**config.mk**
```make
export PLATFORM = sky130hd
export DESIGN_NAME = button_event_ctrl
export DESIGN_NICKNAME = d
export VERILOG_FILES = /design/src/rtl/button_event_ctrl.sv
export SDC_FILE = /design/constraint.sdc
export NUM_CORES = 1
export LEC_CHECK = 0
export BUFFER_PORTS_ARGS = -buffer_cell sky130_fd_sc_hd__buf_2
export CAP_MARGIN = 20
export CORE_MARGIN = 2
export CORE_UTILIZATION = 40
export CTS_BUF_LIST = sky130_fd_sc_hd__clkbuf_2
export CTS_CLUSTER_SIZE = 16
export DETAILED_ROUTE_END_ITERATION = 7
export GPL_ROUTABILITY_DRIVEN = 1
export GPL_TIMING_DRIVEN = 0
export PLACE_DENSITY = 0.67
export SLEW_MARGIN = 20
export SYNTH_ARGS = -nofsm -noshare
export SYNTH_HDL_FRONTEND = slang
export SYNTH_SLANG_ARGS = --single-unit
```
**constraint.sdc**
```tcl
create_clock -name clk -period 5.6 [get_ports clk]
set_input_delay 0.28 -clock clk [delete_from_list [all_inputs] [get_ports clk]]
set_output_delay 0.28 -clock clk [all_outputs]
set_load 0.02 [all_outputs]
```
**src/rtl/button_event_ctrl.sv**
```systemverilog
// Debounced button event controller: per-button debounce, PRESS/RELEASE events, round-robin event output.
// Define BTN_EVT_REPEAT_EN to build the per-button hold FSM that adds LONG and REPEAT events.
//
// Hold FSM (per button, only with BTN_EVT_REPEAT_EN):
//   state    | meaning
//   H_IDLE   | button released, no hold timing
//   H_HELD   | pressed, counting down to the LONG event
//   H_LONGED | LONG issued, counting down to each REPEAT event
module button_event_ctrl #(
  parameter int N_BTN      = 5,
  parameter int TICK_DIV   = 100000,
  parameter int DEB_TICKS  = 10,
  parameter int LONG_TICKS = 500,
  parameter int REP_TICKS  = 100
) (
  input  logic             clk,
  input  logic             rst,
  input  logic [N_BTN-1:0] btn_raw,
  input  logic             evt_ready,
  output logic             evt_valid,
  output logic [2:0]       evt_btn,
  output logic [1:0]       evt_type,
  output logic [N_BTN-1:0] btn_level,
  output logic             overflow
);

  localparam int TDIV_W = (TICK_DIV > 1) ? $clog2(TICK_DIV) : 1;
  localparam int DEB_W  = (DEB_TICKS > 1) ? $clog2(DEB_TICKS) : 1;
  localparam logic [TDIV_W-1:0] TDIV_LAST = TDIV_W'(TICK_DIV - 1);
  localparam logic [DEB_W-1:0]  DEB_LAST  = DEB_W'(DEB_TICKS - 1);
  localparam logic [2:0]        LAST_IDX  = 3'(N_BTN - 1);
  localparam logic [1:0] EVT_PRESS   = 2'd0;
  localparam logic [1:0] EVT_RELEASE = 2'd1;

  logic [N_BTN-1:0]  sync_q1, sync_q2;
  logic [TDIV_W-1:0] tdiv_cnt;
  logic              tick;

  logic [DEB_W-1:0]  deb_cnt   [N_BTN];
  logic [DEB_W-1:0]  deb_cnt_d [N_BTN];
  logic [N_BTN-1:0]  level_d;
  logic [N_BTN-1:0]  post_vld;
  logic [1:0]        post_type [N_BTN];

  logic [N_BTN-1:0]  pend_vld;
  logic [1:0]        pend_type [N_BTN];
  logic [2:0]        rr_ptr;
  logic              load;
  logic              grant_any;
  logic [2:0]        grant_idx;

`ifdef BTN_EVT_REPEAT_EN
  localparam logic [1:0] EVT_LONG   = 2'd2;
  localparam logic [1:0] EVT_REPEAT = 2'd3;
  localparam int HOLD_MAX = (LONG_TICKS > REP_TICKS) ? LONG_TICKS : REP_TICKS;
  localparam int HOLD_W   = (HOLD_MAX > 1) ? $clog2(HOLD_MAX) : 1;
  localparam logic [HOLD_W-1:0] LONG_LOAD = HOLD_W'(LONG_TICKS - 1);
  localparam logic [HOLD_W-1:0] REP_LOAD  = HOLD_W'(REP_TICKS - 1);

  typedef enum logic [1:0] {H_IDLE, H_HELD, H_LONGED} hold_t;
  hold_t             hold_q     [N_BTN];
  hold_t             hold_d     [N_BTN];
  logic [HOLD_W-1:0] hold_cnt   [N_BTN];
  logic [HOLD_W-1:0] hold_cnt_d [N_BTN];
`else
  logic unused_hold_cfg;
  assign unused_hold_cfg = (LONG_TICKS > 0) ^ (REP_TICKS > 0);
`endif

  always_ff @(posedge clk) begin
    if (rst) begin
      sync_q1  <= '0;
      sync_q2  <= '0;
      tdiv_cnt <= '0;
    end else begin
      sync_q1  <= btn_raw;
      sync_q2  <= sync_q1;
      tdiv_cnt <= tick ? TDIV_LAST : tdiv_cnt - TDIV_W'(1);
    end
  end

  assign tick = (tdiv_cnt == '0);

  // A level flip has priority over a hold event in the same tick.
  always_comb begin
    level_d  = btn_level;
    post_vld = '0;
    for (int i = 0; i < N_BTN; i++) begin
      deb_cnt_d[i] = deb_cnt[i];
      post_type[i] = EVT_PRESS;
`ifdef BTN_EVT_REPEAT_EN
      hold_d[i]     = hold_q[i];
      hold_cnt_d[i] = hold_cnt[i];
`endif
      if (tick) begin
        if (sync_q2[i] != btn_level[i]) begin
          if (deb_cnt[i] == DEB_LAST) begin
            level_d[i]   = sync_q2[i];
            deb_cnt_d[i] = '0;
            post_vld[i]  = 1'b1;
            post_type[i] = sync_q2[i] ? EVT_PRESS : EVT_RELEASE;
          end else begin
            deb_cnt_d[i] = deb_cnt[i] + DEB_W'(1);
          end
        end else begin
          deb_cnt_d[i] = '0;
        end
`ifdef BTN_EVT_REPEAT_EN
        if (post_vld[i]) begin
          if (sync_q2[i]) begin
            hold_d[i]     = H_HELD;
            hold_cnt_d[i] = LONG_LOAD;
          end else begin
            hold_d[i]     = H_IDLE;
            hold_cnt_d[i] = '0;
          end
        end else begin
          case (hold_q[i])
            H_HELD: begin
              if (hold_cnt[i] == '0) begin
                post_vld[i]   = 1'b1;
                post_type[i]  = EVT_LONG;
                hold_d[i]     = H_LONGED;
                hold_cnt_d[i] = REP_LOAD;
              end else begin
                hold_cnt_d[i] = hold_cnt[i] - HOLD_W'(1);
              end
            end
            H_LONGED: begin
              if (hold_cnt[i] == '0) begin
                post_vld[i]   = 1'b1;
                post_type[i]  = EVT_REPEAT;
                hold_cnt_d[i] = REP_LOAD;
              end else begin
                hold_cnt_d[i] = hold_cnt[i] - HOLD_W'(1);
              end
            end
            default: ;
          endcase
        end
`endif
      end
    end
  end

  // Round-robin search begins at rr_ptr, which points one past the last grant.
  always_comb begin
    int cand;
    cand      = 0;
    load      = !evt_valid || evt_ready;
    grant_any = 1'b0;
    grant_idx = '0;
    if (load) begin
      for (int k = 0; k < N_BTN; k++) begin
        cand = int'(rr_ptr) + k;
        if (cand >= N_BTN) cand = cand - N_BTN;
        if (!grant_any && pend_vld[cand]) begin
          grant_any = 1'b1;
          grant_idx = 3'(cand);
        end
      end
    end
  end

  always_ff @(posedge clk) begin
    if (rst) begin
      btn_level <= '0;
      pend_vld  <= '0;
      evt_valid <= 1'b0;
      evt_btn   <= '0;
      evt_type  <= '0;
      overflow  <= 1'b0;
      rr_ptr    <= '0;
      for (int i = 0; i < N_BTN; i++) begin
        deb_cnt[i]   <= '0;
        pend_type[i] <= '0;
      end
    end else begin
      btn_level <= level_d;
      if (load) begin
        evt_valid <= grant_any;
        if (grant_any) begin
          evt_btn  <= grant_idx;
          evt_type <= pend_type[grant_idx];
          rr_ptr   <= (grant_idx == LAST_IDX) ? 3'd0 : grant_idx + 3'd1;
        end
      end
      for (int i = 0; i < N_BTN; i++) begin
        deb_cnt[i] <= deb_cnt_d[i];
        // A slot being granted this cycle is free for a new event.
        if (post_vld[i]) begin
          if (pend_vld[i] && !(grant_any && grant_idx == 3'(i))) begin
            overflow <= 1'b1;
          end else begin
            pend_vld[i]  <= 1'b1;
            pend_type[i] <= post_type[i];
          end
        end else if (grant_any && grant_idx == 3'(i)) begin
          pend_vld[i] <= 1'b0;
        end
      end
    end
  end

`ifdef BTN_EVT_REPEAT_EN
  always_ff @(posedge clk) begin
    if (rst) begin
      for (int i = 0; i < N_BTN; i++) begin
        hold_q[i]   <= H_IDLE;
        hold_cnt[i] <= '0;
      end
    end else begin
      for (int i = 0; i < N_BTN; i++) begin
        hold_q[i]   <= hold_d[i];
        hold_cnt[i] <= hold_cnt_d[i];
      end
    end
  end
`endif

endmodule

```
* After elaboration in Yosys (flattened, before gate mapping)
Memory sizes are Yosys's and may differ from the RTL's. A register that Yosys moved wholly into a read port is not among the register bits. Index checks and enable logic that the tools add are counted.
Cells by class: muxes and demuxes 152, bitwise operators 10, order comparisons 10, reduce and logical (&&, ||, !) cells 44, add/sub/neg operators 16, equality and inequality tests 19
Operators by type and width (count):
- $mux 32 | 10
- $lt 32x5->1 const B | 5
- $mux 1 | 109
- $mux 4 | 20
- $mux 3 | 7
- $add 4x1->4 const B | 5
- $eq 4x4->1 const B | 5
- $sub 4x3->5 const B | 4
- $logic_not 17->1 | 1
- $mux 17 | 1
- $sub 17x1->17 const B | 1
- $ge 4x3->1 const B | 4
- $bmux 1 s3 | 5
- $reduce_and 3->1 | 5
- $logic_and 1x1->1 | 14
- $reduce_and 2->1 | 6
- $logic_not 1->1 | 10
- $ne 2x2->1 const B | 5
- $or 1x1->1 | 10
- $reduce_bool 2->1 | 5
- $add 3x2->4 const B | 2
- $eq 3x2->1 const B | 2
- $ne 1x1->1 | 5
- $add 3x1->4 const B | 1
- 9 further kinds | 9
Storage, ports and cells: RAM bits 25, register bits after elaboration 47, logic and storage cells 272, memories 2, input bits 8
Memories:
- deb_cnt | words 5, width 4, rd ports 5, clocked after Yosys merged registers in 0, wr ports 5, line 39 | logic [DEB_W-1:0] deb_cnt [N_BTN];
- pend_type | words 5, width 1, rd ports 1, clocked after Yosys merged registers in 1, wr ports 5, line 46 | logic [1:0] pend_type [N_BTN];

* Logic depth before layout (Yosys ltp)
Gate-level depths: netlist (run 1).
depth in word-level cells 39, depth in mapped cells 20

* Worst setup path after synthesis (run 1)
No wires, ideal clock.
path kind register to register, from register rr_ptr[1], to memory pend_type[0][0] in the netlist's numbering, data pin, clock period less this slack 4505 ps, setup slack 1095 ps, data required time 5334 ps, cell stages (with the launch flop) 20, arrival 4238 ps, cells stage by stage dfxtp_1 -> inv_1 -> ha_1 -> inv_1 -> ha_1 -> buf_2 -> o31a_1 -> o22ai_2 -> mux2_4 -> o21a_1 -> or3_1 -> or2_2 -> o221ai_1 -> inv_1 -> ha_1 -> ha_1 -> inv_1 -> o21ai_0 -> nand2b_1 -> a31oi_1
RTL lines:
- start: declaration | line 47 | logic [2:0] rr_ptr;
- start signal: assignment | line 185 | rr_ptr <= (grant_idx == LAST_IDX) ? 3'd0 : grant_idx + 3'd1;
- end: declaration | line 46

==> results of run 1 <==
## cell usage after synthesis (all sizes together), types with 7 or more instances
cell and count:
nand3b 8, nor2 39, dfxtp 66, nand3 16, o21ai 31, mux2i 9
xnor2 13, nand2 40, nor3 9, nor2b 16, or3 12, clkbuf 12
a31oi 16, o22ai 7, ha 28, xor2 14, nand2b 20, a21oi 27
a211oi 8, buf 15, inv 23
## tightest hold or removal path: stages
cell	delay (ns)
buf_2	0.16
or3_1	0.13
a31oi_1	0.04
## per-stage QoR
stage / instances / hold slack (ns) / worst slack, ns
finish: 701 / 0.225 / 0.442
floorplan: 522 / 0.408 / 1.10
detailed placement: 680 / 0.423 / 0.284
global placement: 680 / 0.423 / 0.291
global route: 701 / 0.187 / 0.0703
CTS: 701 / 0.185 / 0.231
## power by group through the flow
stage	sequential [mW]	clock, mW	combinational, mW
5_1_grt	0.663	0.315	1.14
3_5_place_dp	0.659	0	1.00
2_1_floorplan	0.658	0	0.778
4_1_cts	0.649	0.292	1.01
6_report	0.652	0.285	1.03
3_3_place_gp	0.657	0	0.983
## routing by layer
metal  wire (microns)  vias up  GRT usage [%]
met5                0        -              0
met4               89        0           5.42
met3              585        8           4.12
met2             5100      117           31.1
met1             5050     1859           24.6
li1                 -     1957              -
## layout by cell type (no fill, tap or decap), types with 12 or more instances in the layout
cell | Yosys | final
xor2_1 | 14 | 14
inv_1 | 22 | 22
nand3_1 | 16 | 16
a21oi_1 | 26 | 26
nand2_1 | 40 | 40
o21ai_0 | 31 | 31
xnor2_1 | 13 | 13
buf_2 | 11 | 29
a31oi_1 | 16 | 16
nor2b_1 | 16 | 16
nor2_1 | 39 | 39
or3_1 | 12 | 12
nand2b_1 | 20 | 20
ha_1 | 28 | 28
clkbuf_1 | 12 | 12
dfxtp_1 | 66 | 64
## registers in the layout, indices dropped and copies added (netlist names)
name and flops:
evt_type 1, rr_ptr 3, sync_q1 5, pend_type 5, sync_q2 5, overflow 1, btn_level 5, deb_cnt 20
evt_valid 1, pend_vld 5, evt_btn 3, tdiv_cnt 17
## area by class of cell
class | count | area (sq um)
Multi-Input combinational cell | 401 | 2750
Clock buffer | 9 | 45.0
Clock inverter | 7 | 62.6
Buffer | 27 | 130
Inverter | 23 | 86.3
Fill cell | 1084 | 5980
Timing Repair Buffer | 23 | 140
Sequential cell | 71 | 1470
Tap cell | 140 | 175
## worst max path at each step
stage	from	endpoint
after detailed placement	rr_ptr[1]	pend_type[4][0]
final	rr_ptr[1]	pend_type[4][0]
after global routing	rr_ptr[1]	pend_type[0][0]
after floorplan	rr_ptr[1]	pend_type[0][0]
after CTS	rr_ptr[1]	overflow
after global placement	rr_ptr[1]	pend_type[0][0]
## timing repair
item                                   CTS  global route
endpoints found under the hold margin    5             0
gates resized for setup                  0             3
setup endpoints to repair                0             8
hold buffers                             5             0
## logic make-up after synthesis
logic type | after synthesis
xor+xnor | 27
compound gates | 139
flops | 71
other cells | 1
fa+ha+maj | 28
simple gates | 192
buf+inv | 50
mux | 14
==> summary.txt, run 1 <==
Die
  • Die area: 11900 sq um
  • Die H: 109 microns
  • Core area: 10800 sq um
  • Initial Util: 40.9%
  • Io pins: 20
  • # rows: 38
  • Die Wd: 109 microns

Worst setup path
  • Critical Path RT: 5.88 ns
  • Slowest cell on crit path: dfxtp_2
  • Worst Setup End Kind: flip-flop
  • Worst Reg-to-Reg Cells: 19
  • Critical-path cell list: inv_1, ha_1, inv_1, ha_1, buf_2, o31a_1, o22ai_2, mux2_4, o21a_1, or3_1, or2_2, o221ai_1, inv_1, ha_1, ha_1, inv_1, o21ai_0, nand2b_1, a31oi_1
  • FF-to-FF End: pend_type[4][0]
  • Critical path arrival: 5.44 ns
  • Number of cells on the critical path: 19
  • CP Launch Type: flip-flop
  • Worst setup path class: reg2reg
  • FF-to-FF Start: rr_ptr[1]
  • Worst reg-to-reg setup slack: 0.44 ns
  • CP delay by family, top: compound AO/OA/AOI/OAI gates
  • Critical path buffers and inverters: 5
  • Worst Path Max Fanout: 12
  • Crit-path max cell delay: 0.55 ns

Place
  • Routability congestion estimate: 0.888
  • Area after DPL: 4700 sq um
  • IO Port Bufs: 18
  • HPWL after detailed placement: 7850 microns

Pwr
  • Switching share of power: 45.1%
  • Leak: 1.90 nW
  • Overall power: 1.97 mW
  • PD cells: 405 nW/um^2
  • Switch Pwr: 0.889 mW
  • Int Power: 1.08 mW
  • Logic gate share of total power: 52.5%
  • Max IR drop VDD: 0.000152 V
  • Clock share of power: 14.4%
  • Reg power frac: 33.1%

Layout
  • Post-route cell area: 4860 sq um
  • Final net count: 592
  • Area grow syn2layout: 9.71%
  • Post-Route Utilization: 44.9%
  • Antenna cells: 0
  • Share of layout cells above drive strength 1: 12.7%

Timing
  • Period utilization: 92.1%
  • RSZ-0062 raised after global routing: no
  • Setup Total Neg Slack: 0 ns
  • Fin. max-slew vios: 0
  • Setup Skew: 0.0330 ns
  • Worst slew margin: 40.9%
  • Final min period: 5.16 ns
  • Achievable Freq: 0.194 GHz
  • Hold Vio Cnt, Final: 0
  • Final setup viols: 0
  • Least-Margin Pin Slew: 0.875 ns

Route
  • Drt pass-1 iters: 5
  • Via count: 3941
  • Final wirelength: 10800 microns
  • Vias per cell: 5.62
  • 1st-iter DRT viols: 330
  • Residual DRC count: 0
  • Per-cell routed wire length: 15.4 microns
  • Antenna Nets Post-Route: 0

Logic synthesis
  • Main synth FF type: dfxtp_1
  • Synth area leaders: dfxtp_1 (30%), ha_1 (7.9%), o21ai_0 (3.5%)
  • Synthesis warning total: 0
  • Syn Nets: 558
  • Dominant cell type by area after synthesis: dfxtp_1
  • Synth Area in Adders: 7.90%
  • Multiplexer share of the synthesized area: 4.06%
  • Synth Area in Simple Gates: 23.0%
  • Syn Inst Count: 522
  • FFs w/ async S/R, synth: 0%
  • Largest family of logic cells by synthesized area: simple AND/OR/NAND/NOR gates
  • XOR/XNOR Fraction of Synth Area: 5.33%
  • Register area share after synthesis: 33.2%
  • Cell variety after synth: 68
  • Syn_area_per_cell: 8.49 sq um
  • Yosys reg bits: 71
  • Yosys top cell area share: 29.8%
  • Post-synthesis compound-gate area fraction: 21.5%
  • Post-synth EDFFs: 5
  • Cell area after synthesis: 4430 sq um

Clocking
  • Worst skew pair latency: 0.51 ns
  • CTS tree: built
  • Clock Root Buffer: clkbuf_2
  • Setup repair bufs after CTS: 0
  • H-tree level count: 3
  • CTS sink count: 71
  • Maximum clock insertion buffer count: 2
  • CTS buffer count: 9
  • Clock-pin slew on the worst setup and hold paths: 0.20 ns

Hold path
  • Hold WC Path Type: in2reg
  • Hold-critical path endpoint: pend_type[3][0]
  • Hold Crit Start: rst
  • WHS Path Cells: 3

Global route
  • Total congestion overflow: 0
  • Vias in the first global route: 3750
  • Initial antenna violation count: 0
  • Largest net degree at the start of global routing: 13
  • First-pass GRT wire length: 17800 microns
  • Tot GR Track Use: 18.8%

Status
  • Outcome: complete, no violations

Flow run
  • Maximum Capacitance Violations: 0
No activity file was read; power rests on OpenSTA's default activity.
==> run 2: changes to the inputs <==
Settings changed: ABC_AREA set to 1, CTS_CLUSTER_DIAMETER set to 150.
==> run 2 against run 1 <==
  * Sequential share of layout area up 0.097 points
  * Critical path type unchanged
  * Critical endpoint is now pend_type[2][0]
  * Worst setup slack better by 1.1 ns
  * Area after synthesis up 0.17%
==> summary.txt, run 2 <==
Route
  • Via count: 3967 (was 3941)
  • Residual DRC count: 0 (unchanged)
  • Final wirelength: 9780 microns (was 10800 microns)
  • Per-cell routed wire length: 12.3 microns (was 15.4 microns)
  • Drt pass-1 iters: 4 (was 5)
  • Vias per cell: 4.98 (was 5.62)
  • Antenna Nets Post-Route: 0 (unchanged)
  • 1st-iter DRT viols: 207 (was 330)

Place
  • Routability congestion estimate: 0.911 (was 0.888)
  • HPWL after detailed placement: 7650 microns (was 7850 microns)
  • Inst Count DP: 777 (was 680)
  • IO Port Bufs: 18 (unchanged)
  • Pre-CTS setup slack: 1.56 ns (was 0.284 ns)

Pwr
  • Clock share of power: 8.6% (was 14.4%)
  • Switch Pwr: 1.46 mW (was 0.889 mW)
  • Leak: 2.16 nW (was 1.90 nW)
  • Int Power: 1.28 mW (was 1.08 mW)
  • PD cells: 567 nW/um^2 (was 405 nW/um^2)
  • Logic gate share of total power: 67.3% (was 52.5%)
  • Switching share of power: 53.2% (was 45.1%)
  • Max IR drop VDD: 0.000281 V (was 0.000152 V)
  • Reg power frac: 24.2% (was 33.1%)

Layout
  • Post-Route Utilization: 44.6% (was 44.9%)
  • Top flop regs: deb_cnt: 20 flops, tdiv_cnt: 17 flops (unchanged)
  • Fill count: 1118 (was 1084)
  • Max reg flops: 20 (unchanged)
  • Non-filler cells, final: 797 (was 701)
  • Most common cell after layout, fill and taps aside: inv_1 (was dfxtp_1)
  • Most frequent cells in the layout: inv_1 (101), nand2_1 (98), nand3_1 (70), dfxtp_1 (66), nor2_1 (59) (was dfxtp_1 (64), nand2_1 (40), nor2_1 (39), o21ai_0 (31), buf_2 (29))
  • Area grow syn2layout: 8.99% (was 9.71%)
  • Antenna cells: 0 (unchanged)
  • Share of layout cells above drive strength 1: 14.5% (was 12.7%)
  • Top reg by flops: deb_cnt (unchanged)
  • Final net count: 689 (was 592)

Status
  • Outcome: complete, no violations (unchanged)

Logic synthesis
  • Register area share after synthesis: 33.1% (was 33.2%)
  • Synthesis warning total: 0 (unchanged)
  • FFs w/ async S/R, synth: 0% (unchanged)
  • Cell area after synthesis: 4440 sq um (was 4430 sq um)
  • Dominant cell type by area after synthesis: dfxtp_1 (unchanged)
  • Synth area leaders: dfxtp_1 (30%), inv_1 (8.5%), nand2_1 (8.3%) (was dfxtp_1 (30%), ha_1 (7.9%), o21ai_0 (3.5%))
  • Most frequent cells after synthesis: inv_1 (101), nand2_1 (98), nand3_1 (70), dfxtp_1 (66), nor2_1 (59) (was dfxtp_1 (66), nand2_1 (40), nor2_1 (39), o21ai_0 (31), ha_1 (28))
  • Main synth FF type: dfxtp_1 (unchanged)
  • Syn Nets: 655 (was 558)
  • Cell variety after synth: 41 (was 68)
  • Syn Inst Count: 619 (was 522)
  • Count leader, synth: inv_1 (was dfxtp_1)
  • Syn_area_per_cell: 7.17 sq um (was 8.49 sq um)
  • Yosys top cell area share: 29.8% (about the same)
  • Post-synth EDFFs: 5 (unchanged)
  • Yosys reg bits: 71 (unchanged)

Global route
  • Vias in the first global route: 3859 (was 3750)
  • Initial antenna violation count: 0 (unchanged)
  • Most Crowded Layer GR: met2 (unchanged)
  • Tot GR Track Use: 17.6% (was 18.8%)
  • M3 GR Usage: 2.96% (was 4.12%)
  • Met1 Track Usage GR: 21.6% (was 24.6%)
  • Total congestion overflow: 0 (unchanged)
  • Largest net degree at the start of global routing: 13 (unchanged)
  • Met2 Track Usage GR: 31.0% (was 31.1%)
  • First-pass GRT wire length: 16900 microns (was 17800 microns)

Worst setup path
  • Worst Setup End Kind: flip-flop (unchanged)
  • Critical path arrival: 4.33 ns (was 5.44 ns)
  • Worst Path Max Fanout: 8 (was 12)
  • CP Launch Type: flip-flop (unchanged)
  • Critical Path RT: 5.87 ns (was 5.88 ns)
  • Worst setup path class: reg2reg (unchanged)

Timing
  • Worst slew margin: 65.5% (was 40.9%)
  • Period utilization: 72.5% (was 92.1%)
  • Final setup viols: 0 (unchanged)
  • Hold Vio Cnt, Final: 0 (unchanged)
  • Hold WS: 0.0929 ns (was 0.225 ns)
  • Worst setup margin: 1.54 ns (was 0.442 ns)
  • Setup Total Neg Slack: 0 ns (unchanged)
  • Fin. max-slew vios: 0 (unchanged)
  • RSZ-0062 raised after global routing: no (unchanged)
  • Achievable Freq: 0.246 GHz (was 0.194 GHz)
  • Setup Skew: 0.0354 ns (was 0.0330 ns)
  • Final min period: 4.06 ns (was 5.16 ns)
  • Least-Margin Pin Slew: 0.517 ns (was 0.875 ns)

Die
  • Die Wd: 109 microns (about the same)
  • Die H: 109 microns (about the same)
  • Die area: 12000 sq um (was 11900 sq um)
  • Initial Util: 41.0% (was 40.9%)
  • # rows: 38 (unchanged)
  • Core area: 10800 sq um (unchanged)
  • Io pins: 20 (unchanged)

Clocking
  • H-tree level count: 3 (unchanged)
  • CTS tree: built (unchanged)
  • Worst skew pair latency: 0.52 ns (was 0.51 ns)
  • Maximum clock insertion buffer count: 2 (unchanged)
  • Clock Root Buffer: clkbuf_2 (unchanged)
  • Setup repair bufs after CTS: 0 (unchanged)
  • Clock-pin slew on the worst setup and hold paths: 0.22 ns (was 0.20 ns)
  • PostCTS Resize Cnt: 0 (unchanged)
  • CTS buffer count: 9 (unchanged)
  • CTS sink count: 71 (unchanged)
  • Cts hold-fix bufs: 5 (unchanged)

Flow run
  • Maximum Capacitance Violations: 0 (unchanged)

Hold path
  • Hold WC Path Type: in2reg (unchanged)
==> run 2: cell count changes in the layout (fill, tap and decap cells not counted), sizes merged, moves of 9 or more <==
cell	change
buf	-9
nand2	+81
a31oi	-16
nor2b	-16
nand4	+16
or3	-12
nand2b	-20
o21ai	-10
inv	+84
mux2i	-9
nor2	+29
o32ai	+9
nand3	+61
==> run 2: final timing paths <==
| kind | from | end | slack (ns) | cells after the start |
|---|---|---|---|---|
| max | rr_ptr[1] | pend_type[2][0] | 1.54 | 26 |
| min | evt_ready | evt_valid | 0.09 | 4 |
| max reg2reg | rr_ptr[1] | pend_type[2][0] | 1.54 | 26 |
| min reg2reg | sync_q1[2] | sync_q2[2] | 0.41 | 2 |
==> run 2: layout make-up <==
class | count | area (sq um) | share of cell area [%]
clock inverters | 6 | 38.8 | 0.801
flip-flops and latches | 71 | 1470 | 30.4
multi-input cells | 426 | 2480 | 51.2
repair buffers | 23 | 140 | 2.90
inverters | 109 | 409 | 8.45
well taps | 140 | 175 | 3.62
plain buffers | 13 | 82.6 | 1.71
clock buffers | 9 | 45.0 | 0.931
==> run 2: critical path, stage by stage (launching register included) <==
cell and delay (ns):
dfxtp_1 0.54, inv_1 0.23, ha_1 0.33, buf_6 0.14, inv_2 0.07, nand3_1 0.11
nand2_4 0.12, nand2_2 0.07, nand2_2 0.08, xor2_2 0.24, inv_2 0.08, nand2_1 0.08
nand2_1 0.07, nand3_1 0.12, nand3_1 0.08, nand2_1 0.07, nand3_1 0.14, nand2_2 0.18
inv_1 0.08, ha_1 0.21, ha_1 0.18, nand2_1 0.06, nand2_1 0.09, nand3_1 0.12
nand2_2 0.08, nor2_4 0.15, a21boi_1 0.09
==> run 2: through the flow <==
stage / total power, mW / cell area, sq um
global route: 3.04 / 4840
detailed placement: 2.52 / 4710
CTS: 2.76 / 4840
finish: 2.75 / 4840
floorplan: 2.14 / 4440
global placement: 2.45 / 4710
==> run 2: power groups by stage <==
stage	sequential (mW)	clock [mW]	combinational (mW)
finish	0.664	0.235	1.85
detailed placement	0.675	0	1.84
global route	0.676	0.263	2.10
CTS	0.663	0.241	1.85
global placement	0.669	0	1.78
floorplan	0.670	0	1.47
==> run 2: layer usage <==
layer / up-vias / share of wire [%]
met5: - / 0
met3: 18 / 2.8
met1: 1825 / 47
met4: 0 / 2.0
li1: 2070 / -
met2: 54 / 49
==> run 2: cell families after synthesis <==
group,synth area share (%)
AOI/OAI and AO/OA,10.2
xor gates and xnor gates,3.92
adders and majority gates,7.89
buffers and inverters,11.1
DFF,33.1
other,0.0844
and+or+nand+nor,33.7
==> run 3: changes to the inputs <==
Settings changed: PLACE_DENSITY 0.67 to 0.69.
Clock period 5.6 ns to 3.5 ns, I/O delays scaled along.
==> run 3 against run 2 <==
  * The run now ends with negative setup slack left
  * Hold slack worse by 0.052 ns
  * Critical path depth decreased by 3
  * Utilization rose by 8.2 points
  * Global-route usage up 1.8 points
  * Via count increased by 8.7%
  * Cell area rose by 18%
  * Sequential share of layout area fell by 4.6 points
  * Maximum frequency rose by 12%
  * Clock-buffer cell count is the same
  * Critical path type unchanged
  * Cell count increased by 5.9%
  * Highest routed layer unchanged
==> summary.txt, run 3 (same netlist as run 2, synthesis figures left out) <==
Place
  • IO Port Bufs: 18 (unchanged)
  • HPWL after detailed placement: 7530 microns (was 7650 microns)
  • Inst Count DP: 777 (unchanged)
  • Routability congestion estimate: 0.843 (was 0.911)

Layout
  • Final net count: 735 (was 689)
  • Non-filler cells, final: 844 (was 797)
  • Area grow syn2layout: 29.1% (was 8.99%)
  • Fill count: 990 (was 1118)
  • Top reg by flops: deb_cnt (unchanged)
  • Share of layout cells above drive strength 1: 31.3% (was 14.5%)
  • Most frequent cells in the layout: inv_1 (87), nand2_1 (76), dfxtp_1 (63), nor2_1 (56), nand3_1 (53) (was inv_1 (101), nand2_1 (98), nand3_1 (70), dfxtp_1 (66), nor2_1 (59))
  • Top flop regs: deb_cnt: 20 flops, tdiv_cnt: 17 flops (unchanged)
  • Post-Route Utilization: 52.9% (was 44.6%)
  • Antenna cells: 0 (unchanged)
  • Most common cell after layout, fill and taps aside: inv_1 (unchanged)
  • Max reg flops: 20 (unchanged)

Timing
  • Hold Vio Cnt, Final: 0 (unchanged)
  • Worst setup margin: -0.137 ns (was 1.54 ns)
  • Final setup viols: 7 (was 0)
  • Worst slew margin: 61.1% (was 65.5%)
  • Fin. max-slew vios: 0 (unchanged)
  • Final min period: 3.64 ns (was 4.06 ns)
  • Achievable Freq: 0.275 GHz (was 0.246 GHz)
  • Least-Margin Pin Slew: 0.584 ns (was 0.517 ns)
  • RSZ-0062 raised after global routing: yes (was no)
  • Setup Skew: 0.0351 ns (was 0.0354 ns)
  • Period utilization: 104% (was 72.5%)

Worst setup path
  • Critical path arrival: 3.93 ns (was 4.33 ns)
  • Worst Path Max Fanout: 7 (was 8)
  • Worst Setup End Kind: flip-flop (unchanged)
  • CP Launch Type: flip-flop (unchanged)
  • Critical Path RT: 3.79 ns (was 5.87 ns)
  • Worst setup path class: reg2reg (unchanged)

Route
  • Per-cell routed wire length: 13.6 microns (was 12.3 microns)
  • Final wirelength: 11500 microns (was 9780 microns)
  • Vias per cell: 5.11 (was 4.98)
  • Via count: 4314 (was 3967)
  • 1st-iter DRT viols: 292 (was 207)
  • Drt pass-1 iters: 5 (was 4)
  • Antenna Nets Post-Route: 0 (unchanged)
  • Residual DRC count: 0 (unchanged)

Die
  • Die Wd: 109 microns (unchanged)
  • # rows: 38 (unchanged)
  • Die area: 12000 sq um (unchanged)
  • Initial Util: 41.0% (unchanged)
  • Core area: 10800 sq um (unchanged)
  • Die H: 109 microns (unchanged)
  • Io pins: 20 (unchanged)

Global route
  • Vias in the first global route: 4075 (was 3859)
  • Largest net degree at the start of global routing: 13 (unchanged)
  • Initial antenna violation count: 0 (unchanged)
  • First-pass GRT wire length: 18500 microns (was 16900 microns)
  • Total congestion overflow: 0 (unchanged)
  • Tot GR Track Use: 19.4% (was 17.6%)

Hold path
  • Hold WC Path Type: in2reg (unchanged)

Clocking
  • CTS sink count: 71 (unchanged)
  • Maximum clock insertion buffer count: 2 (unchanged)
  • Clock Root Buffer: clkbuf_2 (unchanged)
  • Clock-pin slew on the worst setup and hold paths: 0.22 ns (about the same)
  • CTS buffer count: 9 (unchanged)
  • Worst skew pair latency: 0.53 ns (was 0.52 ns)
  • CTS tree: built (unchanged)
  • H-tree level count: 3 (unchanged)

Status
  • Outcome: complete, but fails checks (was complete, no violations)
  • Failing checks: negative setup slack

Flow run
  • Maximum Capacitance Violations: 0 (unchanged)
## run 3: per-stage QoR
stage / hold WS, ns / cell area [sq um] / setup WS [ns] / TNS, ns
global route: 0.0239 / 5730 / -0.307 / -2.82
finish: 0.0407 / 5730 / -0.137 / -0.775
floorplan: 0.282 / 4440 / 0.0482 / 0
CTS: 0.0436 / 5490 / -0.00268 / -0.00268
global placement: 0.374 / 4710 / -0.457 / -3.58
detailed placement: 0.383 / 4710 / -0.501 / -4.29
## run 3: layout make-up
class	count	area [sq um]	share of cell area [%]
multi-input cells	426	2970	51.7
plain buffers	12	71.3	1.24
well taps	140	175	3.06
clock buffers	9	45.0	0.786
flip-flops and latches	71	1480	25.8
inverters	109	420	7.33
clock inverters	7	63.8	1.11
repair buffers	70	510	8.90
## run 3: repair_timing
item / CTS / global route
gates cloned: 0 / 0
buffers inserted: 33 / 13
setup endpoints to repair: 16 / 15
hold endpoints to repair: 8 / 0
resized for setup: 86 / 36
pin swaps: 37 / 51
hold buffers: 6 / 0
## run 3: critical path: stages, from the launching register on
cell and delay (ns):
dfxtp_4 0.41, clkinvlp_4 0.23, buf_6 0.20, ha_2 0.18, nand2_1 0.08, nand3_1 0.14, inv_1 0.14, nand2_1 0.07
o21ai_2 0.12, inv_1 0.10, o211ai_1 0.10, nand3_1 0.13, o21ai_2 0.15, nand3_4 0.17, o21ai_4 0.23, nor2_4 0.08
ha_4 0.16, ha_4 0.15, nand2_2 0.06, nand2_2 0.06, nand3_2 0.09, nand2_2 0.07, nor2_4 0.17, a21boi_1 0.08
## run 3: final timing paths
path,start,end,slack [ns],cells after the start
worst min register to register,sync_q1[2],sync_q2[2],0.39,2
worst max register to register,rr_ptr[1],pend_type[4][0],-0.14,23
worst min-delay path,evt_ready,evt_valid,0.04,4
worst max-delay path,rr_ptr[1],pend_type[4][0],-0.14,23
## run 3: layer usage
layer / up-vias / wire [microns] / global-route usage [%]
li1: 2166 / - / -
met1: 1998 / 4810 / 23.1
met2: 123 / 5870 / 35.1
met3: 27 / 571 / 3.32
met4: 0 / 216 / 6.42
met5: - / 0 / 0
Power of run 3 is not shown: default switching activity piles up to over one toggle a cycle in this logic, so the estimate is an artifact.
